[src/rtl/dlx_pkg.sv]
// Shared DLX definitions: opcode/func constants, ALU and access-size encodings,
// multicycle FSM states and the decoded-instruction record.
package dlx_pkg;

   localparam logic [5:0] OP_RTYPE = 6'h00;
   localparam logic [5:0] OP_J     = 6'h02;
   localparam logic [5:0] OP_JAL   = 6'h03;
   localparam logic [5:0] OP_BEQZ  = 6'h04;
   localparam logic [5:0] OP_BNEZ  = 6'h05;
   localparam logic [5:0] OP_ADDUI = 6'h09;
   localparam logic [5:0] OP_SUBI  = 6'h0a;
   localparam logic [5:0] OP_ORI   = 6'h0d;
   localparam logic [5:0] OP_LHI   = 6'h0f;
   localparam logic [5:0] OP_TRAP  = 6'h11;
   localparam logic [5:0] OP_JR    = 6'h12;
   localparam logic [5:0] OP_JALR  = 6'h13;
   localparam logic [5:0] OP_SLTI  = 6'h1a;
   localparam logic [5:0] OP_SGTI  = 6'h1b;
   localparam logic [5:0] OP_LB    = 6'h20;
   localparam logic [5:0] OP_LH    = 6'h21;
   localparam logic [5:0] OP_LW    = 6'h23;
   localparam logic [5:0] OP_SB    = 6'h28;
   localparam logic [5:0] OP_SH    = 6'h29;
   localparam logic [5:0] OP_SW    = 6'h2b;

   localparam logic [5:0] FN_SLL = 6'h04;
   localparam logic [5:0] FN_ADD = 6'h20;
   localparam logic [5:0] FN_SUB = 6'h22;
   localparam logic [5:0] FN_AND = 6'h24;
   localparam logic [5:0] FN_SEQ = 6'h28;
   localparam logic [5:0] FN_SNE = 6'h29;

   localparam logic [3:0] ALU_NOP = 4'b0000;
   localparam logic [3:0] ALU_SLL = 4'b0010;
   localparam logic [3:0] ALU_ADD = 4'b0100;
   localparam logic [3:0] ALU_SUB = 4'b0101;
   localparam logic [3:0] ALU_AND = 4'b1000;
   localparam logic [3:0] ALU_OR  = 4'b1001;
   localparam logic [3:0] ALU_SEQ = 4'b1100;
   localparam logic [3:0] ALU_SGT = 4'b1101;
   localparam logic [3:0] ALU_SLT = 4'b1110;

   localparam logic [1:0] DSZ_B = 2'b00;
   localparam logic [1:0] DSZ_H = 2'b01;
   localparam logic [1:0] DSZ_W = 2'b10;

   typedef enum logic [2:0] {
      S_IDLE, S_FETCH, S_DECODE, S_EXEC, S_MEM, S_WB, S_HALT
   } state_e;

   typedef enum logic [3:0] {
      C_ALU_R, C_ALU_I, C_BEQZ, C_BNEZ, C_JUMP, C_JLINK,
      C_LOAD, C_STORE, C_LHI, C_TRAP, C_ILL
   } class_e;

   typedef struct packed {
      class_e     cls;
      logic [3:0] alu;
      logic [1:0] dsize;
      logic       sign_ext;
      logic       set_inv;
      logic       reg_dst;
      logic       link;
      logic       jr;
      logic       illegal;
   } dec_t;

endpackage

[src/rtl/mc_control_if.sv]
// Control-unit bus: instruction/data memory handshakes, datapath strobes and
// selects, IR and sticky status. master = control unit, slave = datapath/memories.
interface mc_control_if #(parameter int DATA_W = 32);
   logic [DATA_W-1:0] imemData;
   logic              imemReady;
   logic              dmemReady;
   logic              zero;
   logic              imemReq, dmemReq;
   logic              irWr, pcWr, regWr, memRd, memWr;
   logic              regDst, aluSrc, signExt, link, setInv, jr;
   logic [3:0]        aluCtrl;
   logic [1:0]        dSize;
   logic [DATA_W-1:0] ir;
   logic              halted, illegal, memErr;

   modport master (
      input  imemData, imemReady, dmemReady, zero,
      output imemReq, dmemReq, irWr, pcWr, regWr, memRd, memWr,
             regDst, aluSrc, signExt, link, setInv, jr, aluCtrl, dSize,
             ir, halted, illegal, memErr
   );

   modport slave (
      output imemData, imemReady, dmemReady, zero,
      input  imemReq, dmemReq, irWr, pcWr, regWr, memRd, memWr,
             regDst, aluSrc, signExt, link, setInv, jr, aluCtrl, dSize,
             ir, halted, illegal, memErr
   );
endinterface

[src/rtl/mc_decode.sv]
// Combinational IR classifier: opcode/func -> instruction class plus the
// datapath selects that depend only on the instruction.
module mc_decode import dlx_pkg::*; (
   input  logic [5:0] i_op,
   input  logic [5:0] i_func,
   output dec_t       o_dec
);

   always_comb begin
      o_dec.cls      = C_ILL;
      o_dec.alu      = ALU_NOP;
      o_dec.dsize    = DSZ_B;
      o_dec.sign_ext = 1'b1;
      o_dec.set_inv  = 1'b0;
      o_dec.reg_dst  = 1'b0;
      o_dec.link     = 1'b0;
      o_dec.jr       = 1'b0;
      o_dec.illegal  = 1'b0;
      case (i_op)
         OP_RTYPE: begin
            o_dec.cls     = C_ALU_R;
            o_dec.reg_dst = 1'b1;
            case (i_func)
               FN_ADD:  o_dec.alu = ALU_ADD;
               FN_SUB:  o_dec.alu = ALU_SUB;
               FN_AND:  o_dec.alu = ALU_AND;
               FN_SLL:  o_dec.alu = ALU_SLL;
               FN_SEQ:  o_dec.alu = ALU_SEQ;
               FN_SNE:  begin o_dec.alu = ALU_SEQ; o_dec.set_inv = 1'b1; end
               default: begin o_dec.cls = C_ILL; o_dec.reg_dst = 1'b0; end
            endcase
         end
         OP_ADDUI: begin o_dec.cls = C_ALU_I; o_dec.alu = ALU_ADD; o_dec.sign_ext = 1'b0; end
         OP_SUBI:  begin o_dec.cls = C_ALU_I; o_dec.alu = ALU_SUB; end
         OP_ORI:   begin o_dec.cls = C_ALU_I; o_dec.alu = ALU_OR;  end
         OP_SLTI:  begin o_dec.cls = C_ALU_I; o_dec.alu = ALU_SLT; end
         OP_SGTI:  begin o_dec.cls = C_ALU_I; o_dec.alu = ALU_SGT; end
         OP_BEQZ:  o_dec.cls = C_BEQZ;
         OP_BNEZ:  o_dec.cls = C_BNEZ;
         OP_J:     o_dec.cls = C_JUMP;
         OP_JR:    begin o_dec.cls = C_JUMP;  o_dec.jr = 1'b1; end
         OP_JAL:   begin o_dec.cls = C_JLINK; o_dec.link = 1'b1; end
         OP_JALR:  begin o_dec.cls = C_JLINK; o_dec.link = 1'b1; o_dec.jr = 1'b1; end
         OP_LB:    begin o_dec.cls = C_LOAD;  o_dec.alu = ALU_ADD; o_dec.dsize = DSZ_B; end
         OP_LH:    begin o_dec.cls = C_LOAD;  o_dec.alu = ALU_ADD; o_dec.dsize = DSZ_H; end
         OP_LW:    begin o_dec.cls = C_LOAD;  o_dec.alu = ALU_ADD; o_dec.dsize = DSZ_W; end
         OP_SB:    begin o_dec.cls = C_STORE; o_dec.alu = ALU_ADD; o_dec.dsize = DSZ_B; end
         OP_SH:    begin o_dec.cls = C_STORE; o_dec.alu = ALU_ADD; o_dec.dsize = DSZ_H; end
         OP_SW:    begin o_dec.cls = C_STORE; o_dec.alu = ALU_ADD; o_dec.dsize = DSZ_W; end
         OP_LHI:   o_dec.cls = C_LHI;
         OP_TRAP:  o_dec.cls = C_TRAP;
         default:  o_dec.cls = C_ILL;
      endcase
      o_dec.illegal = (o_dec.cls == C_ILL);
   end

endmodule

[src/rtl/mc_control.sv]
// Multicycle DLX control unit: IR + FETCH/DECODE/EXEC/MEM/WB sequencer.
// Optional memory-wait watchdog enabled by defining MC_CONTROL_TIMEOUT_EN.
module mc_control import dlx_pkg::*; #(
   parameter int DATA_W      = 32,
   parameter int TIMEOUT_CYC = 255
) (
   input logic          clk,
   input logic          rst,
   mc_control_if.master bus
);

   state_e            r_state, w_next;
   logic [DATA_W-1:0] r_ir;
   logic              r_halted, r_illegal;
   dec_t              w_dec;
   logic              w_tmo;
   logic              w_imem_req, w_dmem_req, w_ir_wr, w_pc_wr, w_reg_wr, w_mem_rd, w_mem_wr;
   logic              w_reg_dst, w_alu_src, w_sign_ext, w_link, w_set_inv, w_jr;
   logic [3:0]        w_alu;
   logic [1:0]        w_dsize;
   logic              w_is_imm;

   mc_decode u_dec (
      .i_op   (r_ir[31:26]),
      .i_func (r_ir[5:0]),
      .o_dec  (w_dec)
   );

   assign w_is_imm = (w_dec.cls == C_ALU_I) || (w_dec.cls == C_LOAD) ||
                     (w_dec.cls == C_STORE) || (w_dec.cls == C_LHI);

   always_ff @(posedge clk or posedge rst) begin
      if (rst) begin
         r_state   <= S_IDLE;
         r_ir      <= '0;
         r_halted  <= 1'b0;
         r_illegal <= 1'b0;
      end else begin
         r_state <= w_next;
         if (w_ir_wr)
            r_ir <= bus.imemData;
         if (r_state == S_DECODE && w_dec.cls == C_TRAP)
            r_halted <= 1'b1;
         if (r_state == S_DECODE && w_dec.illegal)
            r_illegal <= 1'b1;
      end
   end

`ifdef MC_CONTROL_TIMEOUT_EN
   localparam int CNT_W = ($clog2(TIMEOUT_CYC + 1) > 8) ? $clog2(TIMEOUT_CYC + 1) : 8;
   logic [CNT_W-1:0] r_wait;
   logic             r_mem_err;
   logic             w_waiting;

   assign w_waiting = (r_state == S_FETCH && !bus.imemReady) ||
                      (r_state == S_MEM   && !bus.dmemReady);
   // Fires on the TIMEOUT_CYC-th consecutive not-ready cycle of one state visit.
   assign w_tmo = w_waiting && (r_wait == CNT_W'(TIMEOUT_CYC - 1));

   always_ff @(posedge clk or posedge rst) begin
      if (rst) begin
         r_wait    <= '0;
         r_mem_err <= 1'b0;
      end else begin
         if (w_next != r_state)
            r_wait <= '0;
         else if (w_waiting)
            r_wait <= r_wait + 1'b1;
         if (w_tmo)
            r_mem_err <= 1'b1;
      end
   end

   assign bus.memErr = r_mem_err;
`else
   assign w_tmo = 1'b0;
   // No watchdog in this build; TIMEOUT_CYC folds away to a constant 0.
   assign bus.memErr = 1'b0 & (TIMEOUT_CYC > 0);
`endif

   always_comb begin
      w_next     = r_state;
      w_imem_req = 1'b0;
      w_dmem_req = 1'b0;
      w_ir_wr    = 1'b0;
      w_pc_wr    = 1'b0;
      w_reg_wr   = 1'b0;
      w_mem_rd   = 1'b0;
      w_mem_wr   = 1'b0;
      w_reg_dst  = 1'b0;
      w_alu_src  = 1'b0;
      w_sign_ext = 1'b0;
      w_link     = 1'b0;
      w_set_inv  = 1'b0;
      w_jr       = 1'b0;
      w_alu      = ALU_NOP;
      w_dsize    = DSZ_B;
      case (r_state)
         S_IDLE: w_next = S_FETCH;
         S_FETCH: begin
            w_imem_req = 1'b1;
            if (bus.imemReady) begin
               w_ir_wr = 1'b1;
               w_pc_wr = 1'b1;
               w_next  = S_DECODE;
            end else if (w_tmo) begin
               w_next = S_HALT;
            end
         end
         S_DECODE: w_next = (w_dec.illegal || w_dec.cls == C_TRAP) ? S_HALT : S_EXEC;
         S_EXEC: begin
            w_alu      = w_dec.alu;
            w_alu_src  = w_is_imm;
            w_sign_ext = w_dec.sign_ext;
            w_set_inv  = w_dec.set_inv;
            w_jr       = w_dec.jr;
            case (w_dec.cls)
               C_BEQZ:          begin w_pc_wr = bus.zero;  w_next = S_FETCH; end
               C_BNEZ:          begin w_pc_wr = !bus.zero; w_next = S_FETCH; end
               C_JUMP:          begin w_pc_wr = 1'b1;      w_next = S_FETCH; end
               C_JLINK:         begin w_pc_wr = 1'b1;      w_next = S_WB;    end
               C_LOAD, C_STORE: w_next = S_MEM;
               default:         w_next = S_WB;
            endcase
         end
         S_MEM: begin
            // Address selects stay up so the datapath holds the effective address.
            w_dmem_req = 1'b1;
            w_mem_rd   = (w_dec.cls == C_LOAD);
            w_mem_wr   = (w_dec.cls == C_STORE);
            w_dsize    = w_dec.dsize;
            w_alu      = w_dec.alu;
            w_alu_src  = 1'b1;
            w_sign_ext = w_dec.sign_ext;
            if (bus.dmemReady)
               w_next = (w_dec.cls == C_LOAD) ? S_WB : S_FETCH;
            else if (w_tmo)
               w_next = S_HALT;
         end
         S_WB: begin
            w_reg_wr  = 1'b1;
            w_reg_dst = w_dec.reg_dst;
            w_link    = w_dec.link;
            w_next    = S_FETCH;
         end
         S_HALT:  w_next = S_HALT;
         default: w_next = S_IDLE;
      endcase
   end

   assign bus.imemReq = w_imem_req;
   assign bus.dmemReq = w_dmem_req;
   assign bus.irWr    = w_ir_wr;
   assign bus.pcWr    = w_pc_wr;
   assign bus.regWr   = w_reg_wr;
   assign bus.memRd   = w_mem_rd;
   assign bus.memWr   = w_mem_wr;
   assign bus.regDst  = w_reg_dst;
   assign bus.aluSrc  = w_alu_src;
   assign bus.signExt = w_sign_ext;
   assign bus.link    = w_link;
   assign bus.setInv  = w_set_inv;
   assign bus.jr      = w_jr;
   assign bus.aluCtrl = w_alu;
   assign bus.dSize   = w_dsize;
   assign bus.ir      = r_ir;
   assign bus.halted  = r_halted;
   assign bus.illegal = r_illegal;

endmodule

[src/flat_wrapper.sv]
// flat-port wrapper written by rule: the top's interface ports become plain ports
module mc_control_flat import dlx_pkg::*;
#(
   parameter int DATA_W      = 32,
   parameter int TIMEOUT_CYC = 255
)
  (clk, rst, bus_imemData, bus_imemReady, bus_dmemReady, bus_zero, bus_imemReq, bus_dmemReq, bus_irWr, bus_pcWr, bus_regWr, bus_memRd, bus_memWr, bus_regDst, bus_aluSrc, bus_signExt, bus_link, bus_setInv, bus_jr, bus_aluCtrl, bus_dSize, bus_ir, bus_halted, bus_illegal, bus_memErr);
  mc_control_if #(.DATA_W(DATA_W)) bus_i ();
  input logic clk;
  input logic rst;
  input wire logic [$bits(bus_i.imemData)-1:0] bus_imemData;
  input wire logic [$bits(bus_i.imemReady)-1:0] bus_imemReady;
  input wire logic [$bits(bus_i.dmemReady)-1:0] bus_dmemReady;
  input wire logic [$bits(bus_i.zero)-1:0] bus_zero;
  output wire logic [$bits(bus_i.imemReq)-1:0] bus_imemReq;
  output wire logic [$bits(bus_i.dmemReq)-1:0] bus_dmemReq;
  output wire logic [$bits(bus_i.irWr)-1:0] bus_irWr;
  output wire logic [$bits(bus_i.pcWr)-1:0] bus_pcWr;
  output wire logic [$bits(bus_i.regWr)-1:0] bus_regWr;
  output wire logic [$bits(bus_i.memRd)-1:0] bus_memRd;
  output wire logic [$bits(bus_i.memWr)-1:0] bus_memWr;
  output wire logic [$bits(bus_i.regDst)-1:0] bus_regDst;
  output wire logic [$bits(bus_i.aluSrc)-1:0] bus_aluSrc;
  output wire logic [$bits(bus_i.signExt)-1:0] bus_signExt;
  output wire logic [$bits(bus_i.link)-1:0] bus_link;
  output wire logic [$bits(bus_i.setInv)-1:0] bus_setInv;
  output wire logic [$bits(bus_i.jr)-1:0] bus_jr;
  output wire logic [$bits(bus_i.aluCtrl)-1:0] bus_aluCtrl;
  output wire logic [$bits(bus_i.dSize)-1:0] bus_dSize;
  output wire logic [$bits(bus_i.ir)-1:0] bus_ir;
  output wire logic [$bits(bus_i.halted)-1:0] bus_halted;
  output wire logic [$bits(bus_i.illegal)-1:0] bus_illegal;
  output wire logic [$bits(bus_i.memErr)-1:0] bus_memErr;
  assign bus_i.imemData = bus_imemData;
  assign bus_i.imemReady = bus_imemReady;
  assign bus_i.dmemReady = bus_dmemReady;
  assign bus_i.zero = bus_zero;
  assign bus_imemReq = bus_i.imemReq;
  assign bus_dmemReq = bus_i.dmemReq;
  assign bus_irWr = bus_i.irWr;
  assign bus_pcWr = bus_i.pcWr;
  assign bus_regWr = bus_i.regWr;
  assign bus_memRd = bus_i.memRd;
  assign bus_memWr = bus_i.memWr;
  assign bus_regDst = bus_i.regDst;
  assign bus_aluSrc = bus_i.aluSrc;
  assign bus_signExt = bus_i.signExt;
  assign bus_link = bus_i.link;
  assign bus_setInv = bus_i.setInv;
  assign bus_jr = bus_i.jr;
  assign bus_aluCtrl = bus_i.aluCtrl;
  assign bus_dSize = bus_i.dSize;
  assign bus_ir = bus_i.ir;
  assign bus_halted = bus_i.halted;
  assign bus_illegal = bus_i.illegal;
  assign bus_memErr = bus_i.memErr;
  mc_control #(.DATA_W(DATA_W), .TIMEOUT_CYC(TIMEOUT_CYC)) u_core (.clk(clk), .rst(rst), .bus(bus_i));
endmodule
[config.mk]
export PLATFORM = sky130hd
export DESIGN_NAME = mc_control_flat
export DESIGN_NICKNAME = d
export VERILOG_FILES = /design/src/rtl/dlx_pkg.sv /design/src/rtl/mc_control_if.sv /design/src/rtl/mc_decode.sv /design/src/rtl/mc_control.sv /design/src/flat_wrapper.sv
export SDC_FILE = /design/constraint.sdc
export NUM_CORES = 1
export LEC_CHECK = 0
export ABC_AREA = 1
export BUFFER_PORTS_ARGS = -buffer_cell sky130_fd_sc_hd__buf_2
export CAP_MARGIN = 20
export CORE_ASPECT_RATIO = 1.4
export CORE_MARGIN = 1
export CORE_UTILIZATION = 50
export CTS_BUF_LIST = sky130_fd_sc_hd__clkbuf_4 sky130_fd_sc_hd__clkbuf_8 sky130_fd_sc_hd__clkbuf_16
export DETAILED_ROUTE_END_ITERATION = 10
export GPL_ROUTABILITY_DRIVEN = 0
export PLACE_DENSITY = 0.95
export SLEW_MARGIN = 20
export SYNTH_ARGS = -nofsm -noshare
export SYNTH_HDL_FRONTEND = slang
export SYNTH_SLANG_ARGS = --single-unit
[constraint.sdc]
create_clock -name clk -period 4.14 [get_ports clk]
set_input_delay 0 -clock clk [delete_from_list [all_inputs] [get_ports clk]]
set_output_delay 0 -clock clk [all_outputs]
set_load 0.005 [all_outputs]
* Yosys cells after proc, flatten, opt, wreduce, memory -nomap -nowiden
Index checks and enable logic that the tools add are counted.
** Operators by class
- Reduce and logical (&&, ||, !) cells :: 26
- Equality and inequality tests :: 43
- Muxes and demuxes :: 34
** Operator list (number)
- $eq 6x6->1 const B :: 11
- $pmux 4 s10 :: 1
- $eq 6x5->1 const B :: 5
- $eq 6x4->1 const B :: 4
- $pmux 4 s6 :: 1
- $pmux 4 s5 :: 1
- $reduce_or 2->1 :: 10
- $eq 6x3->1 const B :: 3
- $pmux 3 s6 :: 1
- $mux 1 :: 17
- $eq 4x3->1 const B :: 4
- $eq 4x4->1 const B :: 3
- $eq 6x2->1 const B :: 2
- $mux 3 :: 4
- $eq 3x3->1 const B :: 3
- $reduce_or 3->1 :: 3
- $eq 4x2->1 const B :: 2
- $mux 4 :: 2
- $reduce_or 7->1 :: 1
- $eq 3x2->1 const B :: 2
- $logic_not 6->1 :: 1
- $pmux 3 s2 :: 1
- $reduce_or 6->1 :: 1
- $reduce_or 5->1 :: 1
- other kinds (12) :: 19
** Storage, ports and cells
- Flip-flop bits (word level) :: 37
- Word-level logic and storage cells :: 107
- Input port bits :: 37
- Output and inout bits :: 54

* Logic depth before layout (Yosys ltp)
- Depth in word-level cells :: 9
- Mapped depth :: 15
- Depth with buffers taken out :: 15

* Cells and area by module
From an unflattened synthesis, not the netlist that was laid out.
** Unflattened totals
- Cells, all modules :: 314
- Area total of the unflattened synthesis :: 2178.3 um^2
** Modules (own cells, without submodules)
- mc_control :: area each 1732.9 um^2, cells an instance 230, instances 1, seq. area each 925.9 um^2
- mc_decode :: area each 445.4 um^2, cells an instance 84, instances 1, seq. area each 0.0 um^2

* Least setup slack after synthesis
Ideal clock, no wire load.
- Path kind :: register to register
- Start point :: register u_core.r_ir[28], in the netlist u_core.bus.ir[28]
- End point :: register u_core.r_state[2]
- Cell stages (with the launch flop) :: 15
- Library setup time :: 0.116 ns
- Arrival :: 1.399 ns
- Buffers on the path :: 0
- Slack :: 2.625 ns
- Required time :: 4.024 ns
- Cell sequence :: dfrtp_1 nor2_2 nand3_1 nand2_1 clkinv_1 nand2_1 nor2_1 nand2_1 nand2_1 nand3_2 nand2_1 nand2_1 nand2_1 nand2_1 nand2_1
** On the way
- Word-level cells in the longest chain between the ends :: 7
- Elaborated cells on any way between the ends :: 41
- Those cells by class :: 26 x eq/ne; 6 x mux; 9 x reduce/logical
** RTL lines
- start, declared :: RTL line mc_control.sv:13 : logic [DATA_W-1:0] r_ir;
- start signal, assigned :: RTL line mc_control.sv:41 : r_ir <= bus.imemData;
- $eq 6x5->1 (tied with other cells) :: RTL line mc_decode.sv:19 : case (i_op)
- $reduce_or 5->1 (no source line) (tied with other cells)
- $pmux 4 s10 (*) :: RTL line mc_decode.sv:19
- $eq 4x2->1 (tied with other cells) :: RTL line mc_control.sv:117 : case (w_dec.cls)
- $reduce_or 3->1 (no source line) (tied with other cells)
- $pmux 3 s2 (tied with other cells) :: RTL line mc_control.sv:117
- $pmux 3 s6 (*) :: RTL line mc_control.sv:98 : case (r_state)
- end signal, assigned :: RTL line mc_control.sv:39 : r_state <= w_next;
- end, declared :: RTL line mc_control.sv:12 : state_e r_state, w_next;
Every way passes the cells marked *; elsewhere a longest branch is shown, timed or not. The select of a mux whose other input is x is not followed.
A chain may end at the register's enable or synchronous reset.

* Worst setup path after layout
- Start point :: register u_core.r_state[0]
- End point :: output port bus_pcWr
** On the way
- Word-level cells in the longest chain between the ends :: 2
- Elaborated cells on any way between the ends :: 3
- Those cells by class :: 2 x eq/ne; 1 x mux
** RTL lines
- $eq 3x2->1 / $eq 3x1->1 (equally long branches) :: RTL line mc_control.sv:98
- $pmux 1 s2 (*) :: RTL line mc_control.sv:98
- end, declared :: RTL line flat_wrapper.sv:18 : output wire logic [$bits(bus_i.pcWr)-1:0] bus_pcWr;
Every way passes the cells marked *; elsewhere a longest branch is shown, timed or not.

==> flow_summary.html <==
<table>
<tr><th>Metric</th><th>Value</th></tr>
<tr><th colspan="2">Logic synthesis</th></tr>
<tr><td>Total of warnings raised by yosys</td><td>0</td></tr>
<tr><td>Leading cell types by total area after synthesis</td><td>sky130_fd_sc_hd__dfrtp_1 (46%), sky130_fd_sc_hd__nand2_1 (20%), sky130_fd_sc_hd__inv_1 (6.2%)</td></tr>
<tr><td>Avg Synthesized Cell Area</td><td>7.11 um^2</td></tr>
<tr><td>Library cell occupying the most area in the post-synthesis netlist</td><td>sky130_fd_sc_hd__dfrtp_1</td></tr>
<tr><td>Number of enable-type register cells in the synthesized netlist</td><td>0</td></tr>
<tr><td>Most repeated cell in the gate-level netlist after synthesis</td><td>sky130_fd_sc_hd__nand2_1</td></tr>
<tr><td>Fraction of registers with async set/reset</td><td>100%</td></tr>
<tr><td>Sequential cell area fraction in the yosys report</td><td>46.0%</td></tr>
<tr><td>Most used standard cells in the synthesized netlist</td><td>sky130_fd_sc_hd__nand2_1 (107), sky130_fd_sc_hd__dfrtp_1 (37), sky130_fd_sc_hd__inv_1 (33), sky130_fd_sc_hd__nor2_1 (27), sky130_fd_sc_hd__o21ai_0 (18)</td></tr>
<tr><td>Number of nets in the synthesized netlist</td><td>320</td></tr>
<tr><td>Post-synthesis cell area</td><td>0.00201 mm^2</td></tr>
<tr><td>Number of instances in the synthesized netlist</td><td>283</td></tr>
<tr><td>Unique masters post-synth</td><td>29</td></tr>
<tr><td>Register bit count reported by yosys</td><td>37</td></tr>
<tr><td>Share of the synthesized area in the top cell type</td><td>46.0%</td></tr>
<tr><td>Flip-flop cell with the highest count after synthesis</td><td>sky130_fd_sc_hd__dfrtp_1</td></tr>
<tr><th colspan="2">Floorplanning</th></tr>
<tr><td>Width of the die</td><td>55.6 um</td></tr>
<tr><td>Top-Level Pins</td><td>91</td></tr>
<tr><td>Standard cell core area</td><td>0.00374 mm^2</td></tr>
<tr><td>Vertical extent of the die</td><td>77.1 um</td></tr>
<tr><td>Number of standard-cell rows in the floorplan</td><td>26</td></tr>
<tr><td>Effective utilization at floorplan</td><td>53.8%</td></tr>
<tr><td>Die area</td><td>0.00429 mm^2</td></tr>
<tr><th colspan="2">STA</th></tr>
<tr><td>Total setup violations reported at the end of the flow</td><td>0</td></tr>
<tr><td>Final max-slew violation count</td><td>0</td></tr>
<tr><td>Max Clk Rate</td><td>461 MHz</td></tr>
<tr><td>Tmin final</td><td>2170 ps</td></tr>
<tr><td>Setup tns final</td><td>0 ps</td></tr>
<tr><td>Part of the cycle the worst path needs</td><td>52.4%</td></tr>
<tr><td>Unrepaired setup endpoints after global routing</td><td>no</td></tr>
<tr><td>Transition time at the pin with the least slew margin</td><td>629 ps</td></tr>
<tr><td>Clock skew</td><td>3.31 ps</td></tr>
<tr><td>Tightest slew margin relative to the limit</td><td>58.0%</td></tr>
<tr><td>Final Hold Violating Endpoints</td><td>0</td></tr>
<tr><th colspan="2">Critical path</th></tr>
<tr><td>Required time of the critical path</td><td>4140 ps</td></tr>
<tr><td>Critical path capture point type</td><td>primary output</td></tr>
<tr><td>Kind of critical path</td><td>reg2out</td></tr>
<tr><td>Arrival time worst endpoint</td><td>2170 ps</td></tr>
<tr><td>Critical path fanouts, max</td><td>46</td></tr>
<tr><td>CP startpoint kind</td><td>flop</td></tr>
<tr><th colspan="2">Detailed routing</th></tr>
<tr><td>Detailed Route Iter0 Violations</td><td>107</td></tr>
<tr><td>Detailed-route wire length</td><td>6440 um</td></tr>
<tr><td>Vias/cell</td><td>5.31</td></tr>
<tr><td>Wire length per cell after detailed routing</td><td>14.3 um</td></tr>
<tr><td>Residual DRC</td><td>0</td></tr>
<tr><td>Total vias in the final route</td><td>2394</td></tr>
<tr><td>Antenna violation net count after detailed routing</td><td>0</td></tr>
<tr><td>DR pass1 iterations</td><td>5</td></tr>
<tr><th colspan="2">Power and ir drop</th></tr>
<tr><td>Largest vdd supply drop</td><td>0.462 mV</td></tr>
<tr><td>Standby leakage power</td><td>0.00168 uW</td></tr>
<tr><td>Power density relative to cell area</td><td>662 mW/mm^2</td></tr>
<tr><td>Overall power</td><td>1940 uW</td></tr>
<tr><th colspan="2">Clock tree</th></tr>
<tr><td>TritonCTS Buffers</td><td>5</td></tr>
<tr><td>Clock sink count</td><td>37</td></tr>
<tr><td>Register clock-pin slew on the reported worst setup and hold paths</td><td>70 ps</td></tr>
<tr><td>Number of setup buffers added after CTS</td><td>0</td></tr>
<tr><td>Clock insertion delay at the later pin of the skew report</td><td>290 ps</td></tr>
<tr><td>TritonCTS clock tree</td><td>done</td></tr>
<tr><td>Clock H-tree levels</td><td>2</td></tr>
<tr><td>Maximum clock path buffer count</td><td>2</td></tr>
<tr><td>Clock root cell</td><td>sky130_fd_sc_hd__clkbuf_8</td></tr>
<tr><th colspan="2">Cells and area</th></tr>
<tr><td>Post-layout nets</td><td>445</td></tr>
<tr><td>Signed area change from the synthesized netlist to the final layout</td><td>45.2%</td></tr>
<tr><td>Number of fill cells in the layout</td><td>233</td></tr>
<tr><td>Antenna diodes</td><td>0</td></tr>
<tr><td>Multi-input combinational cell area</td><td>910 um^2</td></tr>
<tr><td>Flip-flop and latch area</td><td>926 um^2</td></tr>
<tr><td>Layout cell share with drive strength beyond 1</td><td>28.1%</td></tr>
<tr><th colspan="2">Global routing</th></tr>
<tr><td>Overall Global Routing Usage</td><td>31.6%</td></tr>
<tr><td>Wire length of the first global-routing pass</td><td>10400 um</td></tr>
<tr><td>Initial antenna violation count</td><td>0</td></tr>
<tr><td>Maximum number of pins on one net before global-route repair</td><td>47</td></tr>
<tr><td>Number of global-route vias before repair</td><td>2363</td></tr>
<tr><td>Remaining Overflow, GRT</td><td>0</td></tr>
<tr><th colspan="2">Status</th></tr>
<tr><td>Result of the run</td><td>complete, no violations</td></tr>
<tr><th colspan="2">Worst hold path</th></tr>
<tr><td>Worst min-delay path class</td><td>in2reg</td></tr>
<tr><th colspan="2">Flow run</th></tr>
<tr><td>Number of maximum-capacitance violations</td><td>0</td></tr>
<tr><th colspan="2">Place</th></tr>
<tr><td>Count of buffers inserted at the top-level ports</td><td>89</td></tr>
<tr><td>HPWL after DPL</td><td>3840 um</td></tr>
</table>
kinds of logic (layout without fill, tap and decap cells):
logic type / count (synthesis) / in the layout / synth area share [%]
simple gates: 172 / 172 / 36.9
flops: 37 / 37 / 46.0
buf+inv: 45 / 171 / 8.82
other cells: 1 / 1 / 0.186
compound gates: 28 / 28 / 8.08
path summary, 6_finish.rpt:
path,endpoint,from,depth (start not counted),slack (ps)
setup / recovery,bus_pcWr,u_core.r_state[0],8,1970
hold / removal,u_core.r_state[0],bus_imemReady,4,30
setup reg to reg,u_core.bus.ir[18],u_core.r_state[0],8,2190
hold reg to reg,u_core.bus.ir[11],u_core.bus.ir[11],2,480
max in group asynchronous,u_core.bus.ir[6],rst,4,3430
min in group asynchronous,u_core.bus.ir[21],rst,4,400
cell usage in the layout (no fill, tap or decap), types with 2 or more instances in the layout:
| cell | netlist | final |
|---|---|---|
| sky130_fd_sc_hd__a21oi_1 | 2 | 2 |
| sky130_fd_sc_hd__buf_2 | 3 | 89 |
| sky130_fd_sc_hd__buf_4 | 1 | 2 |
| sky130_fd_sc_hd__clkbuf_4 | 0 | 3 |
| sky130_fd_sc_hd__clkbuf_8 | 0 | 5 |
| sky130_fd_sc_hd__dfrtp_1 | 37 | 37 |
| sky130_fd_sc_hd__dlygate4sd3_1 | 0 | 34 |
| sky130_fd_sc_hd__inv_1 | 33 | 33 |
| sky130_fd_sc_hd__inv_2 | 3 | 3 |
| sky130_fd_sc_hd__nand2_1 | 107 | 107 |
| sky130_fd_sc_hd__nand3_1 | 12 | 12 |
| sky130_fd_sc_hd__nand3_2 | 3 | 3 |
| sky130_fd_sc_hd__nand4_1 | 7 | 7 |
| sky130_fd_sc_hd__nor2_1 | 27 | 27 |
| sky130_fd_sc_hd__nor2_2 | 4 | 4 |
| sky130_fd_sc_hd__nor2_4 | 2 | 2 |
| sky130_fd_sc_hd__nor3_1 | 6 | 6 |
| sky130_fd_sc_hd__o2111ai_1 | 2 | 2 |
| sky130_fd_sc_hd__o21ai_0 | 18 | 18 |
| sky130_fd_sc_hd__o21bai_1 | 2 | 2 |
final cells by class:
type,count,area share [%]
flip-flops and latches,37,31.7
well taps,42,1.80
clock buffers,8,3.12
multi-input cells,201,31.1
repair buffers,125,27.4
inverters,38,4.92
metal layers:
layer,wire [um],vias up,global-route usage (%)
met3,429,27,5.73
met5,0,-,0
li1,-,1133,-
met4,318,0,21.5
met1,2280,1093,34.3
met2,3410,141,54.8
sequential cells by signal (all words and copies together), names as in the netlist:
name and count:
u_core.bus.ir 32, u_core.r_state 3, u_core.bus.halted 1, u_core.bus.illegal 1
critical path: stages (launching register included):
cell,delay [ps]
sky130_fd_sc_hd__dfrtp_1,410
sky130_fd_sc_hd__inv_1,80
sky130_fd_sc_hd__nor2_1,110
sky130_fd_sc_hd__nand2_1,90
sky130_fd_sc_hd__nor2_2,90
sky130_fd_sc_hd__buf_4,370
sky130_fd_sc_hd__inv_1,410
sky130_fd_sc_hd__nand2_1,180
sky130_fd_sc_hd__buf_2,130
report_power, final:
| part | total (uW) | internal [uW] | switching (uW) |
|---|---|---|---|
| Sequential | 692 | 531 | 161 |
| Clock | 266 | 139 | 127 |
| Combinational | 978 | 372 | 606 |
| Total | 1940 | 1040 | 894 |
timing repair:
action | in CTS | in global routing
hold endpoints to repair | 70 | 0
hold buffers | 34 | 0
setup endpoints to repair | 0 | 0
resized for setup | 0 | 0
stage by stage:
| stage | setup slack (ps) | hold WS, ps | std cells | instance area (um^2) | util, % |
|---|---|---|---|---|---|
| floorplan | 2620 | 117 | 283 | 2010 | - |
| global placement | 2380 | 112 | 409 | 2490 | 66.6 |
| detailed placement | 2280 | 144 | 409 | 2490 | 66.6 |
| CTS | 2020 | 20.2 | 451 | 2920 | 78.2 |
| global route | 1730 | 66.8 | 451 | 2920 | 78.2 |
| finish | 1970 | 32.7 | 451 | 2920 | 78.2 |
Note: power is estimated with default switching activity, not from simulation.
